`src/rtl/victim_cache_nway.sv`:
```
// Fully-associative N-line victim cache between L1 and L2 with true-LRU ages.
// Define VC_STATS_EN to add saturating hit_count / miss_count outputs.
module victim_cache_nway #(
    parameter int NUM_ENTRIES = 4,
    parameter int LINE_WIDTH  = 256,
    parameter int ADDR_WIDTH  = 27
) (
    input  logic                  clk,
    input  logic                  rst,
    input  logic                  l1_read,
    input  logic                  l1_write,
    input  logic [ADDR_WIDTH-1:0] l1_address,
    input  logic [LINE_WIDTH-1:0] l1_wdata,
    input  logic                  l1_wdirty,
    output logic [LINE_WIDTH-1:0] l1_rdata,
    output logic                  l1_resp,
    output logic                  l2_read,
    output logic                  l2_write,
    output logic [ADDR_WIDTH-1:0] l2_address,
    output logic [LINE_WIDTH-1:0] l2_wdata,
    input  logic [LINE_WIDTH-1:0] l2_rdata,
    input  logic                  l2_resp
`ifdef VC_STATS_EN
    ,
    output logic [31:0]           hit_count,
    output logic [31:0]           miss_count
`endif
);

    localparam int IW = $clog2(NUM_ENTRIES);
    localparam logic [IW-1:0] LRU_AGE = IW'(NUM_ENTRIES - 1);

    typedef enum logic [2:0] {
        IDLE,
        RD_HIT,
        RD_L2,
        WB_L2,
        INSERT
    } state_t;

    state_t r_state;
    state_t w_next;

    logic [ADDR_WIDTH-1:0]  r_tag  [NUM_ENTRIES];
    logic [LINE_WIDTH-1:0]  r_data [NUM_ENTRIES];
    logic [IW-1:0]          r_age  [NUM_ENTRIES];
    logic [NUM_ENTRIES-1:0] r_valid;
    logic [NUM_ENTRIES-1:0] r_dirty;

    logic [ADDR_WIDTH-1:0]  r_addr;
    logic [LINE_WIDTH-1:0]  r_wdata;
    logic                   r_wdirty;
    logic [IW-1:0]          r_idx;
    logic                   r_merge;

    logic [NUM_ENTRIES-1:0] w_hit_vec;
    logic                   w_hit;
    logic                   w_free;
    logic [IW-1:0]          w_hit_idx;
    logic [IW-1:0]          w_free_idx;
    logic [IW-1:0]          w_lru_idx;
    logic [IW-1:0]          w_sel_idx;
    logic                   w_sel_merge;
    logic                   w_accept;

    // Descending scan so the lowest matching index is the last one written.
    always_comb begin : lookup
        w_hit_vec  = '0;
        w_hit_idx  = '0;
        w_free_idx = '0;
        w_lru_idx  = '0;
        for (int i = NUM_ENTRIES - 1; i >= 0; i--) begin
            w_hit_vec[i] = r_valid[i] && (r_tag[i] == l1_address);
            if (w_hit_vec[i]) begin
                w_hit_idx = IW'(i);
            end
            if (!r_valid[i]) begin
                w_free_idx = IW'(i);
            end
            if (r_age[i] == LRU_AGE) begin
                w_lru_idx = IW'(i);
            end
        end
        w_hit  = |w_hit_vec;
        w_free = ~&r_valid;
    end

    always_comb begin : fsm_next
        w_next      = r_state;
        w_sel_idx   = r_idx;
        w_sel_merge = 1'b0;
        w_accept    = 1'b0;
        unique case (r_state)
            IDLE: begin
                if (l1_write) begin
                    w_accept = 1'b1;
                    if (w_hit) begin
                        w_next      = INSERT;
                        w_sel_idx   = w_hit_idx;
                        w_sel_merge = 1'b1;
                    end else if (w_free) begin
                        w_next    = INSERT;
                        w_sel_idx = w_free_idx;
                    end else if (!r_dirty[w_lru_idx]) begin
                        w_next    = INSERT;
                        w_sel_idx = w_lru_idx;
                    end else begin
                        w_next    = WB_L2;
                        w_sel_idx = w_lru_idx;
                    end
                end else if (l1_read) begin
                    w_accept = 1'b1;
                    if (w_hit) begin
                        w_next    = RD_HIT;
                        w_sel_idx = w_hit_idx;
                    end else begin
                        w_next = RD_L2;
                    end
                end
            end
            RD_HIT: w_next = IDLE;
            RD_L2: begin
                if (l2_resp) begin
                    w_next = IDLE;
                end
            end
            WB_L2: begin
                if (l2_resp) begin
                    w_next = INSERT;
                end
            end
            INSERT: w_next = IDLE;
            default: w_next = IDLE;
        endcase
    end

    always_ff @(posedge clk) begin : ctrl
        if (rst) begin
            r_state <= IDLE;
            r_valid <= '0;
            r_dirty <= '0;
            r_idx   <= '0;
            r_merge <= 1'b0;
            for (int i = 0; i < NUM_ENTRIES; i++) begin
                r_age[i] <= IW'(i);
            end
        end else begin
            r_state <= w_next;
            if (w_accept) begin
                r_idx   <= w_sel_idx;
                r_merge <= w_sel_merge;
            end
            case (r_state)
                RD_HIT: begin
                    r_valid[r_idx] <= 1'b0;
                    r_dirty[r_idx] <= 1'b0;
                end
                WB_L2: begin
                    if (l2_resp) begin
                        r_dirty[r_idx] <= 1'b0;
                    end
                end
                INSERT: begin
                    r_valid[r_idx] <= 1'b1;
                    r_dirty[r_idx] <= (r_merge & r_dirty[r_idx]) | r_wdirty;
                    for (int j = 0; j < NUM_ENTRIES; j++) begin
                        if (IW'(j) == r_idx) begin
                            r_age[j] <= '0;
                        end else if (r_age[j] < r_age[r_idx]) begin
                            r_age[j] <= r_age[j] + IW'(1);
                        end
                    end
                end
                default: ;
            endcase
        end
    end

    // Line storage and captured request need no reset.
    always_ff @(posedge clk) begin : datapath
        if (w_accept) begin
            r_addr   <= l1_address;
            r_wdata  <= l1_wdata;
            r_wdirty <= l1_wdirty;
        end
        if (r_state == INSERT && !rst) begin
            r_tag[r_idx]  <= r_addr;
            r_data[r_idx] <= r_wdata;
        end
    end

    always_comb begin : fsm_out
        l1_resp    = 1'b0;
        l1_rdata   = '0;
        l2_read    = 1'b0;
        l2_write   = 1'b0;
        l2_address = '0;
        l2_wdata   = '0;
        case (r_state)
            RD_HIT: begin
                l1_resp  = !rst;
                l1_rdata = r_data[r_idx];
            end
            RD_L2: begin
                l2_read    = 1'b1;
                l2_address = r_addr;
                if (l2_resp) begin
                    l1_resp  = !rst;
                    l1_rdata = l2_rdata;
                end
            end
            WB_L2: begin
                l2_write   = 1'b1;
                l2_address = r_tag[r_idx];
                l2_wdata   = r_data[r_idx];
            end
            INSERT: l1_resp = !rst;
            default: ;
        endcase
    end

`ifdef VC_STATS_EN
    always_ff @(posedge clk) begin : stats
        if (rst) begin
            hit_count  <= '0;
            miss_count <= '0;
        end else if (r_state == IDLE && l1_read && !l1_write) begin
            if (w_hit) begin
                if (hit_count != 32'hFFFF_FFFF) begin
                    hit_count <= hit_count + 32'd1;
                end
            end else begin
                if (miss_count != 32'hFFFF_FFFF) begin
                    miss_count <= miss_count + 32'd1;
                end
            end
        end
    end
`endif

endmodule

```
`config.mk`:
```
export PLATFORM = sky130hd
export DESIGN_NAME = victim_cache_nway
export DESIGN_NICKNAME = d
export VERILOG_FILES = /design/src/rtl/victim_cache_nway.sv
export SDC_FILE = /design/constraint.sdc
export NUM_CORES = 1
export LEC_CHECK = 0
export CAP_MARGIN = 20
export CORE_AREA = 2 2 429 431
export DETAILED_ROUTE_END_ITERATION = 7
export DIE_AREA = 0 0 431 433
export MAX_ROUTING_LAYER = met4
export PLACE_DENSITY_LB_ADDON = 0.2
export SLEW_MARGIN = 20
export SYNTH_ARGS = -nofsm -noshare
export SYNTH_HDL_FRONTEND = slang
export SYNTH_SLANG_ARGS = --single-unit
```
`constraint.sdc`:
```
create_clock -name clk -period 34.2 [get_ports clk]
set_clock_uncertainty 0.15 [all_clocks]
set_input_delay 3.42 -clock clk [delete_from_list [all_inputs] [get_ports clk]]
set_output_delay 3.42 -clock clk [all_outputs]
set_load 0.05 [all_outputs]
```
## Word-level counts from Yosys, hierarchy flattened

Memories as Yosys holds them, arrays and structs flattened. A register that Yosys moved wholly into a read port is not among the register bits.
Cells that the tools add are included.

- Order comparisons: 7
- Multipliers: 0
- Shift-type cells: 0
- Reduce and logical (&&, ||, !) cells: 19
- Multiplexer cells: 104
- Divide/modulo/power cells: 0
- Bitwise logic cells: 14
- Eq/ne operators: 18
- Add/sub/neg operators: 4

Operators with widths:

| cell | count |
|---|---|
| 2-to-1 mux 256 bit | 2 |
| one-hot mux 256 bit (2 select lines) | 1 |
| equality test 27 bit | 4 |
| 2-to-1 mux 2 bit | 32 |
| one-hot mux 27 bit (2 select lines) | 1 |
| 2-to-1 mux 1 bit | 52 |
| 2-to-1 mux 3 bit | 7 |
| one-hot mux 4 bit (3 select lines) | 1 |
| OR 1 bit | 9 |
| one-hot mux 3 bit (3 select lines) | 1 |
| adder 2 x 1 -> 2 bit (second input constant) | 4 |
| AND 4 bit | 2 |
| equality test 2 bit (second input constant) | 4 |
| less-than comparator 2 bit | 4 |
| one-hot mux 4 bit (2 select lines) | 1 |
| AND reduction 4 bit | 2 |
| equality test 3 x 2 -> 1 bit (second input constant) | 2 |
| logical AND 1 bit | 6 |
| less-than comparator 2 x 3 -> 1 bit (second input constant) | 2 |
| nonzero test 2 bit | 3 |
| binary-select mux 1 bit (select 2 bit) | 2 |
| bitwise mux 4 bit | 1 |
| equality test 2 bit (first input constant) | 2 |
| 2-to-1 mux 4 bit | 1 |
| other kinds (19) | 20 |

- Word-level logic and storage cells: 177
- Register bits: 298
- ROM bits: 0
- Memories kept: 3
- RAM bits: 1140
- Output and inout bits: 542
- Bits in latches: 0
- Bits of input ports: 545

Memory list:

| name | depth | bits a word | rd ports | clocked after memory_dff | write ports | line | source |
|---|---|---|---|---|---|---|---|
| r_data | 4 | 256 | 1 | 1 | 1 | 45 | `logic [LINE_WIDTH-1:0] r_data [NUM_ENTRIES];` |
| r_tag | 4 | 27 | 5 | 1 | 1 | 44 | `logic [ADDR_WIDTH-1:0] r_tag [NUM_ENTRIES];` |
| r_age | 4 | 2 | 5 | 1 | 4 | 46 | `logic [IW-1:0] r_age [NUM_ENTRIES];` |

## Logic depth before layout (Yosys ltp)

Gate-level depths: netlist (run 1).
An unclocked memory read counts as a cell.

- Word-level depth: 13
- Depth in mapped cells: 9
- Depth with buffers taken out: 8

## Least setup slack after synthesis (run 1)

OpenSTA, ideal clock, no wires.

- Path kind: input -> register
- Start point: in rst
- End point: mem r_age[0][0] (netlist bit) (enable)
- Buffers on the path: 0
- Data required time: 33.676 ns
- Setup slack: 9.654 ns
- Setup time: 0.374 ns
- Arrival time: 24.022 ns
- Cell stages on the path: 3
- Path through: nand2b_1 -> nor3_1 -> or3_1

RTL lines:

| item | line | source |
|---|---|---|
| start: declaration | 9 | `input logic rst,` |
| end: declaration | 46 |  |

## Worst setup path in the final report (run 1)

- Start point: in l2_resp
- End point: out l1_rdata[114]

- Word-level cells in the longest chain between the ends: 2

Ends and longest elaborated chain:

| item | line | source |
|---|---|---|
| start: declaration | 22 | `input logic l2_resp` |
| 2-to-1 mux 256 bit | 207 | `if (l2_resp) begin` |
| one-hot mux 256 bit (2 select lines) | 199 | `case (r_state)` |
| end: declaration | 15 | `output logic [LINE_WIDTH-1:0] l1_rdata,` |

No other way between the ends.

==> flow_summary.ini, run 1 <==
[timing]
worstMarginPinSlew_ns = 1.065
slew_violations = 0
rsz0062_at_grt = false
min_period_ns = 10.72
finalSetupViolCount = 0
hold_violations = 0
setup_tns_ns = 0
slew_headroom = 0.2903
period_share = 0.3134
hold_slack_ns = 0.3370
max_freq_mhz = 93.30

[power_and_ir_drop]
cellInternalPower_w = 0.003052
p_comb_frac = 0.056
vdd_ir_drop_max_uv = 35.34
p_sw_w = 0.0008195
p_leak_nw = 23.52
swShare = 0.2117
power.density_nw_per_um2 = 51.74
pwr-share-seq = 0.529
pwr-share-clk = 0.415

[grt]
grt_max_degree = 180
grt_antenna_before_repair = 49
grt_pass1_vias = 31040
overflow = 0
grt_pass1_wl_mm = 228.0
grt_usage = 0.1742

[floorplanning]
io_pins = 1087
die-area_um2 = 186600
row_count = 157
start_util = 0.3092
die_h_um = 433
die_w_um = 431
coreArea_um2 = 182100

[route]
drc_errors = 0
vias = 30330
drt_iter0_drc = 2104
firstDrtPassIters = 5
drt-total-wl_mm = 162.7
detail-route-antenna-nets = 0
via_per_inst = 4.764
routedWlPerCell_um = 25.56

[logic_synthesis]
syn_avg_cell_area_um2 = 20.83
netlist_area_um2 = 56310
synthCells = 2703
yosys_register_bits = 1440
ys_seq_area_frac = 0.7651
synth.distinct_cells = 54
synth_edf_count = 1424
yosysWarnings = 0
ys.flop_type = edfxtp_1
synthArstFlopShare = 0
syn_nets = 3256

[placement]
place_congestion = 0.8227
io_buffers = 1086
placed_cells = 6050
place_area_um2 = 69890
post-dp-hpwl_mm = 107.7

[final_layout]
final_common_cell = edfxtp_1
fin_cells = 6365
fillers = 16330
area_growth_pct = 32.90
design_area_um2 = 74830
drive_above_1_share = 0.1402
utilization = 0.4109
mostFrequentLayoutCells = edfxtp_1, clkdlybuf4s50_1, mux4_2
fin_nets = 4376

[clock_network]
clockRootBuffer = clkbuf_16
path_clk_slew_ns = 0.06
numCtsBuffers = 156
h-tree-depth = 4
cts_buffer_depth = 3
ctsHoldBuffers = 0
cts_sinks = 1440
post_cts.resized_instances = 0
post_cts_buffers = 0
cts_tree = built
clk_latency_ns = 0.77

[setup_path]
path_cells = clkdlybuf4s50_1 -> and2_4 -> buf_4 -> buf_4 -> a22o_1 -> clkdlybuf4s50_1
start_kind = input pin
slowest_stage = clkdlybuf4s50_1
path_delay_family = buffers and inverters
arrival_ns = 7.15
cp_max_fo = 79
critPathKind = input pin to output pin
critical_path.endpoint_type = output pin
max_stage_delay_ns = 0.82
crit_buf_inv = 4
required_ns = 30.63

[status]
status = complete, no violations

[worst_hold_path]
hold_class = flop to flop

[run]
drv_cap = 0
==> cells by family after synthesis <==
family / count (synthesis) / share of synthesized area
and+or+nand+nor: 353 / 0.03844
muxes: 289 / 0.1149
xor gates and xnor gates: 108 / 0.01693
buffers and inverters: 181 / 0.01344
adders and majority gates: 8 / 0.001778
DFF: 1440 / 0.7651
AOI/OAI and AO/OA: 324 / 0.04935
==> worst paths after layout <==
path              cells after the start                 endpoint  slack, ns               startpoint
setup reg to reg                      7  r_data[3][83]$_DFFE_PP_      29.31  r_state[1]$_SDFFE_PP0P_
setup / recovery                      6            l1_rdata[114]      23.48                  l2_resp
hold reg to reg                       0  r_data[2][23]$_DFFE_PP_       0.34    r_wdata[23]$_DFFE_PP_
hold / removal                        0  r_data[2][23]$_DFFE_PP_       0.34    r_wdata[23]$_DFFE_PP_
==> synth_stat cells, types with 2 or more instances <==
cell type,number,share of area
mux4_2,286,0.11
nor4_1,15,0.0017
nand4_1,22,0.0024
a21oi_1,9,0.00080
a21boi_0,3,0.00040
edfxtp_1,1424,0.76
o211ai_1,2,0.00027
inv_1,9,0.00060
buf_2,50,0.0044
clkbuf_1,113,0.0075
nor2_1,20,0.0013
o21ai_0,3,0.00027
dfxtp_1,16,0.0057
or3_1,4,0.00044
a22oi_1,2,0.00027
a22o_1,283,0.044
buf_6,2,0.00040
xor2_1,48,0.0075
o21ai_1,2,0.00018
nand3_1,3,0.00027
and2_1,259,0.029
mux2i_1,3,0.00053
nand2_1,5,0.00033
a211oi_1,5,0.00067
ha_1,8,0.0018
nor2b_1,7,0.00078
nand2b_1,7,0.00078
buf_1,6,0.00040
nor3_1,4,0.00036
xnor2_1,59,0.0092
==> state kept, by name, indices dropped and copies added, names as in the netlist, named ones only <==
register	cells
r_data	1024
r_wdata	256
r_tag	108
r_addr	27
r_age	8
r_dirty	4
r_state	3
r_idx	2
r_merge	1
r_wdirty	1
==> per-stage QoR <==
stage                     setup slack (ns)  power [W]
after floorplan                      9.654   0.002185
after global placement               23.59   0.002302
after detailed placement             23.52   0.002306
after CTS                            23.52   0.003927
after global routing                 23.32   0.004008
final                                23.48   0.003872
==> area by class of cell <==
type	instances	area, um2	share of cell area
Multi-Input combinational cell	1082	12510	0.1671
Timing Repair Buffer	1133	11260	0.1505
Antenna cell	36	90.09	0.001204
Tap cell	2385	2984	0.03988
Inverter	10	52.55	0.0007022
Sequential cell	1440	43090	0.5758
Clock inverter	79	649.4	0.008678
Clock buffer	200	4195	0.05606
==> power groups by stage <==
stage               Sequential, W  Combinational, W  Clock, W
finish                    0.00205          0.000216   0.00161
global route              0.00206          0.000229   0.00172
CTS                       0.00205          0.000220   0.00166
detailed placement        0.00209          0.000219         0
global placement          0.00208          0.000219         0
floorplan                 0.00209         0.0000968         0
==> metal layers <==
layer	global-route usage	wire length [um]	up-vias	part of all wire
met5	-	0	-	0
met4	0.05338	3789	0	0.023
met3	0.03630	8345	213	0.051
met2	0.2846	82740	880	0.51
met1	0.2180	67840	15760	0.42
li1	-	-	13470	-
No activity file was read; power rests on OpenSTA's default activity.
==> run 2: changes to the inputs <==
==> constraint.sdc (replaced) <==
create_clock -name clk -period 9.17 [get_ports clk]
set_clock_uncertainty 0.15 [all_clocks]
set_input_delay 0.917 -clock clk [delete_from_list [all_inputs] [get_ports clk]]
set_output_delay 0.917 -clock clk [all_outputs]
set_load 0.05 [all_outputs]
==> run 2 against run 1 <==
Sequential cell count did not move. Highest routed layer unchanged. Cell count stayed put. Die area unchanged.
==> flow_summary.ini, run 2 (same netlist as run 1, synthesis figures left out) <==
[status]
status = complete, no violations

[final_layout]
regArea_um2 = 43090
utilization = 0.4123
multiInputGateArea_um2 = 12510
fillers = 16350
reg_top3 = r_data x1024, r_wdata x256, r_tag x108
drive_above_1_share = 0.1439
final_common_cell = edfxtp_1
fin_nets = 4368
regMostFlops = r_data
area_growth_pct = 33.35
mostFrequentLayoutCells = edfxtp_1, clkdlybuf4s50_1, mux4_2
largest_reg_flops = 1024

[route]
vias = 30160
drc_errors = 0
drt_iter0_drc = 2046
drt-total-wl_mm = 159.1
firstDrtPassIters = 5
detail-route-antenna-nets = 0
via_per_inst = 4.738
routedWlPerCell_um = 25.00

[setup_path]
critical_path.endpoint_type = output pin
start_kind = flop
rrSetupSlack_ns = 5.30
arrival_ns = 4.36
required_ns = 8.10
cp_max_fo = 54
critPathKind = flop to output pin

[timing]
worstMarginPinSlew_ns = 1.147
finalSetupViolCount = 0
max_freq_mhz = 184.2
slew_headroom = 0.2352
rsz0062_at_grt = false
slew_violations = 0
hold_slack_ns = 0.2983
hold_violations = 0
period_share = 0.5920
layout_setup_ws_ns = 3.741
min_period_ns = 5.429

[power_and_ir_drop]
p_leak_nw = 23.61
p_sw_w = 0.003185
pwr-share-clk = 0.420
p_comb_frac = 0.055
cellInternalPower_w = 0.01138
power.density_nw_per_um2 = 193.9
pwr-share-seq = 0.525
swShare = 0.2187
vdd_ir_drop_max_uv = 133.2

[floorplanning]
die_w_um = 431
io_pins = 1087
coreArea_um2 = 182100
start_util = 0.3092
row_count = 157
die_h_um = 433
die-area_um2 = 186600

[grt]
grt_usage = 0.1703
grt_max_degree = 148
overflow = 0
grt_antenna_before_repair = 43
grt_pass1_wl_mm = 225.2
grt_pass1_vias = 31160

[clock_network]
clockRootBuffer = clkbuf_16
post_cts_buffers = 0
h-tree-depth = 4
numCtsBuffers = 159
cts_tree = built
post_cts.resized_instances = 0
clk_latency_ns = 0.78
ctsHoldBuffers = 0
cts_buffer_depth = 3
cts_sinks = 1440
path_clk_slew_ns = 0.06

[run]
drv_cap = 0

[worst_hold_path]
hold_class = flop to flop

[placement]
dp_slack_ns = 4.143
place_congestion = 0.7755
post-dp-hpwl_mm = 102.6
io_buffers = 1086
-- run 2: cell types whose count changed in the layout (fill, tap and decap cells not counted), moves of 2 or more --
cell        change
clkbuf_1        -6
clkinv_16       +3
buf_4          -24
inv_16          +3
buf_12         +14
inv_6           +3
clkinvlp_4      -2
clkbuf_8        -2
diode_2         -2
clkinv_2       +21
clkinv_1        -7
-- run 2: critical path: stages, from the launching register on --
cell and delay (ns):
dfxtp_4 0.87, buf_12 0.41, buf_4 0.48, mux4_2 0.62, a22o_1 0.26, clkdlybuf4s50_1 0.72
-- run 2: final timing paths --
path                                start                       end  cells past startpoint
hold reg to reg    r_wdata[181]$_DFFE_PP_  r_data[0][181]$_DFFE_PP_                      0
hold / removal     r_wdata[181]$_DFFE_PP_  r_data[0][181]$_DFFE_PP_                      0
setup reg to reg  r_state[1]$_SDFFE_PP0P_   r_data[0][40]$_DFFE_PP_                      6
setup / recovery                     flop              l1_rdata[34]                      5
-- run 2: per-stage QoR --
step	TNS, ns	instances	total power [W]	area, um2
after floorplan	-87.02	2703	0.008129	56330
final	0	6365	0.01456	75080
after detailed placement	0	6039	0.008600	69990
after CTS	0	6331	0.01476	75000
after global routing	0	6355	0.01507	75060
after global placement	0	6039	0.008586	69990
-- run 2: layer usage --
metal | up-vias | GRT usage | routed length (um)
met5 | - | - | 0
met4 | 0 | 0.04211 | 3091
met3 | 195 | 0.03651 | 8826
met2 | 910 | 0.2821 | 81070
met1 | 15600 | 0.2134 | 66150
li1 | 13450 | - | -
-- run 2: cell type report --
cell class / count / share of cell area
Tap cell: 2385 / 0.03974
Multi-Input combinational cell: 1082 / 0.1667
Clock buffer: 191 / 0.05488
Inverter: 10 / 0.0006999
Timing Repair Buffer: 1122 / 0.1512
Clock inverter: 101 / 0.01178
Antenna cell: 34 / 0.001133
Sequential cell: 1440 / 0.5739
-- run 2: power by group through the flow --
stage	combinational (W)	sequential [W]	clock, W
floorplan	0.000362	0.00777	0
global placement	0.000819	0.00777	0
detailed placement	0.000819	0.00778	0
CTS	0.000823	0.00764	0.00630
global route	0.000850	0.00767	0.00656
finish	0.000804	0.00764	0.00611
